<file path="src/rtl/sevenseg_pkg.sv">
// Shared segment types and the hex-to-segment table for the multiplexed seven-segment scanner.
// Segment bit order is {g,f,e,d,c,b,a}, active-low.
package sevenseg_pkg;

    typedef logic [6:0] seg_t;

    localparam seg_t SEG_BLANK = 7'b1111111;

    localparam seg_t HEX_SEG [16] = '{
        7'b1000000,  // 0
        7'b1111001,  // 1
        7'b0100100,  // 2
        7'b0110000,  // 3
        7'b0011001,  // 4
        7'b0010010,  // 5
        7'b0000010,  // 6
        7'b1111000,  // 7
        7'b0000000,  // 8
        7'b0010000,  // 9
        7'b0001000,  // A
        7'b0000011,  // b
        7'b1000110,  // C
        7'b0100001,  // d
        7'b0000110,  // E
        7'b0001110   // F
    };

    function automatic seg_t hex_to_seg(input logic [3:0] nibble);
        return HEX_SEG[nibble];
    endfunction

endpackage

</file>
<file path="src/rtl/sevenseg.sv">
// Combinational hex nibble to active-low segment pattern lookup.
module sevenseg
    import sevenseg_pkg::*;
(
    input  logic [3:0] nibble_i,
    output seg_t       seg_o
);

    assign seg_o = hex_to_seg(nibble_i);

endmodule

</file>
<file path="src/rtl/sevenseg_scan.sv">
// Multiplexed seven-segment scanner with frame-synchronous display update.
// Optional decimal points are enabled by defining SEVENSEG_DP_EN.
module sevenseg_scan
    import sevenseg_pkg::*;
#(
    parameter int NUM_DIGITS  = 8,
    parameter int REFRESH_DIV = 100000
) (
    input  logic                    clk,
    input  logic                    rst_n,
    input  logic                    wr_valid,
    input  logic [4*NUM_DIGITS-1:0] wr_data,
`ifdef SEVENSEG_DP_EN
    input  logic [NUM_DIGITS-1:0]   dp_in,
`endif
    output logic                    wr_ready,
    input  logic [NUM_DIGITS-1:0]   digit_en,
    output logic [NUM_DIGITS-1:0]   an_n,
    output logic [6:0]              seg_n,
    output logic                    dp_n,
    output logic                    frame_done
);

    localparam int PW = $clog2(REFRESH_DIV);
    localparam int IW = $clog2(NUM_DIGITS);
    localparam int DW = 4 * NUM_DIGITS;

    logic [PW-1:0]         presc_q, presc_d;
    logic [IW-1:0]         idx_q, idx_d;
    logic [DW-1:0]         shadow_q, shadow_d;
    logic [DW-1:0]         disp_q, disp_d;
    logic                  pending_q, pending_d;
    logic                  frame_done_q;
    logic [NUM_DIGITS-1:0] an_q, an_d;
    seg_t                  seg_q, seg_d;
    seg_t                  seg_lut;
    logic [NUM_DIGITS-1:0] onehot;
    logic                  tick, wrap, accept;

    sevenseg u_sevenseg (
        .nibble_i (disp_q[{idx_q, 2'b00} +: 4]),
        .seg_o    (seg_lut)
    );

    assign onehot = {{(NUM_DIGITS-1){1'b0}}, 1'b1} << idx_q;

    always_comb begin
        tick      = (presc_q == PW'(REFRESH_DIV - 1));
        wrap      = tick && (idx_q == IW'(NUM_DIGITS - 1));
        accept    = wr_valid && !pending_q;
        presc_d   = tick ? '0 : presc_q + 1'b1;
        idx_d     = idx_q;
        if (tick) begin
            idx_d = wrap ? '0 : idx_q + 1'b1;
        end
        shadow_d  = accept ? wr_data : shadow_q;
        // The copy only uses a value that was already pending before this wrap,
        // so a write landing on the wrap cycle waits a full frame.
        disp_d    = (wrap && pending_q) ? shadow_q : disp_q;
        pending_d = pending_q;
        if (wrap && pending_q) begin
            pending_d = 1'b0;
        end else if (accept) begin
            pending_d = 1'b1;
        end
        an_d      = ~(onehot & digit_en);
        seg_d     = digit_en[idx_q] ? seg_lut : SEG_BLANK;
    end

    always_ff @(posedge clk or negedge rst_n) begin
        if (!rst_n) begin
            presc_q      <= '0;
            idx_q        <= '0;
            shadow_q     <= '0;
            disp_q       <= '0;
            pending_q    <= 1'b0;
            frame_done_q <= 1'b0;
            an_q         <= '1;
            seg_q        <= SEG_BLANK;
        end else begin
            presc_q      <= presc_d;
            idx_q        <= idx_d;
            shadow_q     <= shadow_d;
            disp_q       <= disp_d;
            pending_q    <= pending_d;
            frame_done_q <= wrap;
            an_q         <= an_d;
            seg_q        <= seg_d;
        end
    end

`ifdef SEVENSEG_DP_EN
    logic [NUM_DIGITS-1:0] dp_shadow_q, dp_disp_q;
    logic                  dp_n_q;

    always_ff @(posedge clk or negedge rst_n) begin
        if (!rst_n) begin
            dp_shadow_q <= '0;
            dp_disp_q   <= '0;
            dp_n_q      <= 1'b1;
        end else begin
            if (accept) begin
                dp_shadow_q <= dp_in;
            end
            if (wrap && pending_q) begin
                dp_disp_q <= dp_shadow_q;
            end
            dp_n_q <= ~(digit_en[idx_q] & dp_disp_q[idx_q]);
        end
    end

    assign dp_n = dp_n_q;
`else
    assign dp_n = 1'b1;
`endif

    assign wr_ready   = !pending_q;
    assign an_n       = an_q;
    assign seg_n      = seg_q;
    assign frame_done = frame_done_q;

endmodule

</file>
<file path="config.mk">
export PLATFORM = sky130hd
export DESIGN_NAME = sevenseg_scan
export DESIGN_NICKNAME = d
export VERILOG_FILES = /design/src/rtl/sevenseg_pkg.sv /design/src/rtl/sevenseg.sv /design/src/rtl/sevenseg_scan.sv
export SDC_FILE = /design/constraint.sdc
export NUM_CORES = 1
export LEC_CHECK = 0
export ABC_AREA = 1
export CAP_MARGIN = 20
export CORE_ASPECT_RATIO = 1.1
export CORE_UTILIZATION = 52
export CTS_BUF_LIST = sky130_fd_sc_hd__clkbuf_4 sky130_fd_sc_hd__clkbuf_8
export DETAILED_ROUTE_END_ITERATION = 8
export GPL_ROUTABILITY_DRIVEN = 0
export PLACE_DENSITY = 0.78
export SETUP_SLACK_MARGIN = 0.4
export SYNTH_ARGS = -nofsm -noshare
export SYNTH_HDL_FRONTEND = slang
export SYNTH_HIERARCHICAL = 1
export SYNTH_SLANG_ARGS = --single-unit
</file>
<file path="constraint.sdc">
create_clock -name clk -period 2.1 [get_ports clk]
set_input_delay 0.42 -clock clk [delete_from_list [all_inputs] [get_ports clk]]
set_output_delay 0.42 -clock clk [all_outputs]
set_load 0.1 [all_outputs]
</file>
### Word-level counts from Yosys, hierarchy flattened

Memories as Yosys holds them, arrays and structs flattened.
Cells that the tools add are included.

| operators by class | value |
|---|---|
| $mul | 0 |
| div/mod/pow operators | 0 |
| muxes and demuxes | 9 |
| reductions and logical operators | 5 |
| shifts and indexed selects | 2 |
| magnitude comparators | 2 |
| $add $sub $neg | 2 |
| equality and inequality tests | 2 |
| bitwise gates (word level) | 3 |

Operator list:

| cell | number |
|---|---|
| 32-bit by 6-bit variable part select with 4-bit output | 1 |
| 7-bit two-way mux | 3 |
| 17-bit by 1-bit adder with 17-bit output (second input constant) | 1 |
| 17-bit == test (second input constant) | 1 |
| 17-bit two-way mux | 1 |
| 8-bit bitwise AND | 1 |
| 8-bit inverter | 1 |
| 1-bit by 3-bit << shifter with 8-bit output (first input constant) | 1 |
| 5-bit >= comparator (second input constant) | 1 |
| 4-bit inverter with 5-bit output | 1 |
| 3-bit by 4-bit less-than comparator with 1-bit output (second input constant) | 1 |
| 3-bit by 1-bit adder with 3-bit output (second input constant) | 1 |
| 1-bit binary-select mux with 3-bit select | 1 |
| 3-bit == test (second input constant) | 1 |
| 1-bit logical AND | 3 |
| 1-bit two-way mux | 3 |
| 3-bit two-way mux | 1 |
| 2-bit nonzero test | 1 |
| 1-bit zero test | 1 |

| word-level totals | value |
|---|---|
| bits in writable memories | 0 |
| latch bits | 0 |
| ROM bits | 112 |
| register bits after elaboration | 101 |
| memories | 1 |

Memories:

| memory | depth | bits a word | read ports | clocked after memory_dff | wr ports | line | source |
|---|---|---|---|---|---|---|---|
| (name not given) | 16 | 7 | 1 | 0 | 0 | sevenseg_pkg.sv:29 | `return HEX_SEG[nibble];` |

### Depth between registers and ports, before layout

| logic depth | value |
|---|---|
| depth after elaboration | 6 |
| mapped depth | 13 |
| depth with buffers taken out | 12 |

### Cells and area by module

The synthesis kept the hierarchy.

Modules (own cells, without submodules):

| module | area an instance (um2) | cells an instance | seq. area each (um2) | instances |
|---|---|---|---|---|
| sevenseg_scan | 4,618.2 | 473 | 2,546.2 | 1 |
| sevenseg | 274.0 | 49 | 0.0 | 1 |

### Worst setup path after synthesis

No wires, ideal clock.

| path | value |
|---|---|
| path kind | register -> register |
| start | register idx_q[0] |
| end | register seg_q[3], in the netlist seg_n[3] |
| arrival time | 1.909 ns |
| data required time | 2.002 ns |
| path slack | 0.093 ns |
| cell stages (with the launch flop) | 13 |
| clock period less this slack | 2.007 ns |
| cells stage by stage | dfrtp_1 > inv_1 > clkbuf_1 > nor2_1 > o22ai_1 > nand2_1 > nand2_1 > inv_1 > ha_1 > nand2_1 > nand3_1 > nand2_1 > nand3b_1 |

| on the way | value |
|---|---|
| longest elaborated chain between the ends | 6 |
| elaborated cells between the ends (all ways) | 8 |
| those cells by class | 1 x shift; 5 x mux; 1 x bitwise; 1 x memory |

Ends and longest elaborated chain:

| item | line | source |
|---|---|---|
| start, declared | sevenseg_scan.sv:29 | `logic [IW-1:0] idx_q, idx_d;` |
| start signal, assigned | sevenseg_scan.sv:82 | `idx_q <= idx_d;` |
| 32-bit by 6-bit variable part select with 4-bit output | sevenseg_scan.sv:41 | `.nibble_i (disp_q[{idx_q, 2'b00} +: 4]),` |
| 4-bit inverter with 5-bit output (not written as such) | sevenseg_pkg.sv:29 |  |
| memory 16 x 7 bit | - |  |
| 7-bit two-way mux (not written as such) (2 in series) | sevenseg_pkg.sv:29 |  |
| via seg_lut[3] | sevenseg_scan.sv:36 | `seg_t seg_lut;` |
| 7-bit two-way mux | sevenseg_scan.sv:67 | `seg_d = digit_en[idx_q] ? seg_lut : SEG_BLANK;` |
| via seg_d[3] | sevenseg_scan.sv:35 | `seg_t seg_q, seg_d;` |
| end signal, assigned | sevenseg_scan.sv:88 | `seg_q <= seg_d;` |
| end, declared | sevenseg_scan.sv:35 |  |

The timed path passes the listed nets, and every way through them passes these cells. The select of a mux whose other input is x is not followed.
A chain may end at the register's enable or synchronous reset.

### Final worst setup path

| path | value |
|---|---|
| start | register idx_q[0] |
| end | register seg_q[4], in the netlist seg_n[4] |

The elaborated chain is that of the path after synthesis.

==> impl_metrics.json <==
{
  "status": "finished clean",
  "required_ns": 2.38,
  "power_leakage_nw": 2.95,
  "yosys-top-cells-area": "dfrtp_1, nand2_1, dfstp_2",
  "fin_util_pct": 69.6,
  "die_area_mm2": 0.00980,
  "worstSetupStartpointType": "register",
  "power_density_mw_per_mm2": 568,
  "die-height_um": 104,
  "port_buffers": 59,
  "grt_max_degree": 37,
  "dr.first_iter.drc_count": 250,
  "drc_errors": 0,
  "dpl_cell_area_mm2": 0.00557,
  "n_antenna_cell": 0,
  "area_growth_pct": 28.1,
  "cts_buffers": 9,
  "vias_per_cell": 5.59,
  "cp_max_fo": 6,
  "die_x_um": 94.5,
  "antenna_found_initial": 0,
  "netlist_area_mm2": 0.00489,
  "insertion_delay_ns": 0.38,
  "core_mm2": 0.00901,
  "clock.fmax_mhz": 521,
  "critPathKind": "reg2reg",
  "p_total_w": 0.00356,
  "clockBufferDepth": 2,
  "drv_cap": 0,
  "endpoint_kind": "register",
  "cts_tree": "yes",
  "wl_per_cell_um": 15.2,
  "ys_warn_count": 6,
  "finalSetupTns_ns": 0,
  "yosysTopAreaCellShare_pct": 44.0,
  "ctsRootBufferMaster": "clkbuf_8",
  "grt_use_total_pct": 23.1,
  "syn_inst": 522,
  "ys_seq_area_share_pct": 52.0,
  "synth.distinct_cells": 34,
  "irDropWorstVdd_v": 0.000291,
  "clk_pin_slew_ns": 0.10,
  "ios": 61,
  "reg2reg_slack_ns": 0.18,
  "grt_setup_unrepaired": "yes",
  "final_cell_area_mm2": 0.00627,
  "drive_above_1_share_pct": 29.4,
  "tightest_slew_ns": 0.534,
  "holdCritPathClass": "reg2reg",
  "antenna_left": 0,
  "min_period_ns": 1.92,
  "fin_worst_skew_ns": 0.0108,
  "fin_crit_sh_pct": 91.4,
  "finalMaxSlewViolations": 0,
  "rows": 36,
  "fin_nets": 658,
  "ys_ff_latch": 101,
  "worst_ep_arrival_time_ns": 2.20,
  "drt_pass1_iterations": 5,
  "gr-total-overflow": 0,
  "via_count": 4025,
  "syn_area_per_cell_um2": 9.37,
  "start_util_pct": 54.3,
  "h-tree-depth": 3,
  "hold_violations": 0,
  "holdWs_ns": 0.466,
  "yosysTopAreaCell": "dfrtp_1",
  "grt_pass1_wl_um": 17900,
  "totalWireLength_um": 10900,
  "relSlewSlack_pct": 64.3,
  "hpwl_um": 6800,
  "synth_fp_nets": 579,
  "grt_pass1_vias": 3997,
  "clock_sinks": 101,
  "setup_viol": 0
}
==> timing repair <==
item                                    4_1_cts  5_1_grt
pin swaps                                    18       16
endpoints found under the setup margin       40       46
hold buffers                                  1        0
resized for setup                            44       27
endpoints found under the hold margin        29        0
buffers inserted                             13        6
gates cloned                                  6        1
==> flip-flops by register name, summed over array words and instances (netlist names) <==
register and flops:
frame_done 1, seg_n 7, pending_q 1, idx_q 3, shadow_q 32, an_n 8
disp_q 32, presc_q 17
==> final timing paths <==
path | start | end | cells past startpoint
worst max-delay path | idx_q[0]$_DFFE_PN0N_ | seg_n[4]$_DFF_PN1_ | 10
worst min-delay path | presc_q[0]$_DFF_PN0_ | presc_q[0]$_DFF_PN0_ | 1
worst max register to register | idx_q[0]$_DFFE_PN0N_ | seg_n[4]$_DFF_PN1_ | 10
worst min register to register | presc_q[0]$_DFF_PN0_ | presc_q[0]$_DFF_PN0_ | 1
max in group asynchronous | rst_n | an_n[2]$_DFF_PN1_ | 3
min in group asynchronous | rst_n | presc_q[13]$_DFF_PN0_ | 2
==> routing by layer <==
| metal | wire length, um | global-route usage [%] | share of wire (%) | vias to the layer above |
|---|---|---|---|---|
| met5 | 0 | 0 | 0 | - |
| met3 | 639 | 6.02 | 5.8 | 35 |
| li1 | - | - | - | 1891 |
| met1 | 4580 | 28.8 | 42 | 1923 |
| met2 | 5480 | 38.7 | 50 | 176 |
| met4 | 225 | 7.58 | 2.1 | 0 |
==> area by class of cell <==
cell class                      count  area (um2)
Timing Repair Buffer               91         917
Fill cell                         639        2740
Tap cell                          114         143
Clock buffer                        9         124
Multi-Input combinational cell    356        2260
Timing Repair inverter              2        15.0
Clock inverter                      7        78.8
Sequential cell                   101        2550
Inverter                           40         179
==> worst max-delay path, cell delays in order, from the launching register on <==
cell	delay [ns]
dfrtp_2	0.52
buf_8	0.17
o21ai_2	0.07
o22ai_2	0.21
nand2_2	0.10
nand2_4	0.13
inv_8	0.06
ha_1	0.22
nand3_1	0.11
nand2_1	0.08
nand3b_1	0.16
==> kinds of logic (layout without fill, tap and decap cells) <==
logic type,count (synthesis),count (layout),share of synthesized area [%]
AO/OA/AOI/OAI,43,43,4.83
buffers and inverters,67,149,6.83
XOR/XNOR,7,7,1.25
flip-flops,101,101,52.0
AND/OR/NAND/NOR,257,259,24.0
multiplexers,32,32,7.37
adder cells (fa/ha/maj),14,14,3.58
other,1,1,0.0767
==> through the flow <==
step / setup slack [ns] / cells
finish: 0.181 / 720
global route: 0.107 / 720
CTS: 0.242 / 713
detailed placement: 0.0655 / 677
global placement: 0.0883 / 677
floorplan: 0.350 / 522
==> Yosys cell counts (all sizes together) <==
master / number
dfrtp: 86
clkbuf: 3
clkinv: 2
mux2: 32
dfstp: 15
nand2: 131
buf: 24
inv: 38
a21oi: 3
ha: 14
nand3b: 8
nor3: 10
nor2: 49
or2: 1
o21ai: 29
nand4: 36
o21bai: 1
o22ai: 8
xor2: 6
nand3: 22
o211ai: 2
conb: 1
xnor2: 1
==> cell usage in the layout (no fill, tap or decap), types with 6 or more instances in the layout <==
cell type        Yosys  routed
buf_4                1      37
clkbuf_8             0       9
clkdlybuf4s50_1      0      41
dfrtp_1             86      84
dfstp_2             15      15
ha_1                14       8
inv_1               31      24
inv_2                7       8
mux2_2              32      32
nand2_1            130     115
nand2_2              1      10
nand2_4              0       6
nand3_1             21      18
nand3b_1             8       8
nand4_1             35      35
nor2_1              45      42
nor3_1               9       9
o21ai_0             26      16
o21ai_1              2       8
xor2_1               6       6
==> power by group <==
part	leakage [nW]	internal (W)	switching (W)
clock	0.102	0.000471	0.000745
combinational	1.57	0.000137	0.000135
sequential	1.29	0.00203	0.0000419
total	2.95	0.00264	0.000922
Note: power is estimated with default switching activity, not from simulation.
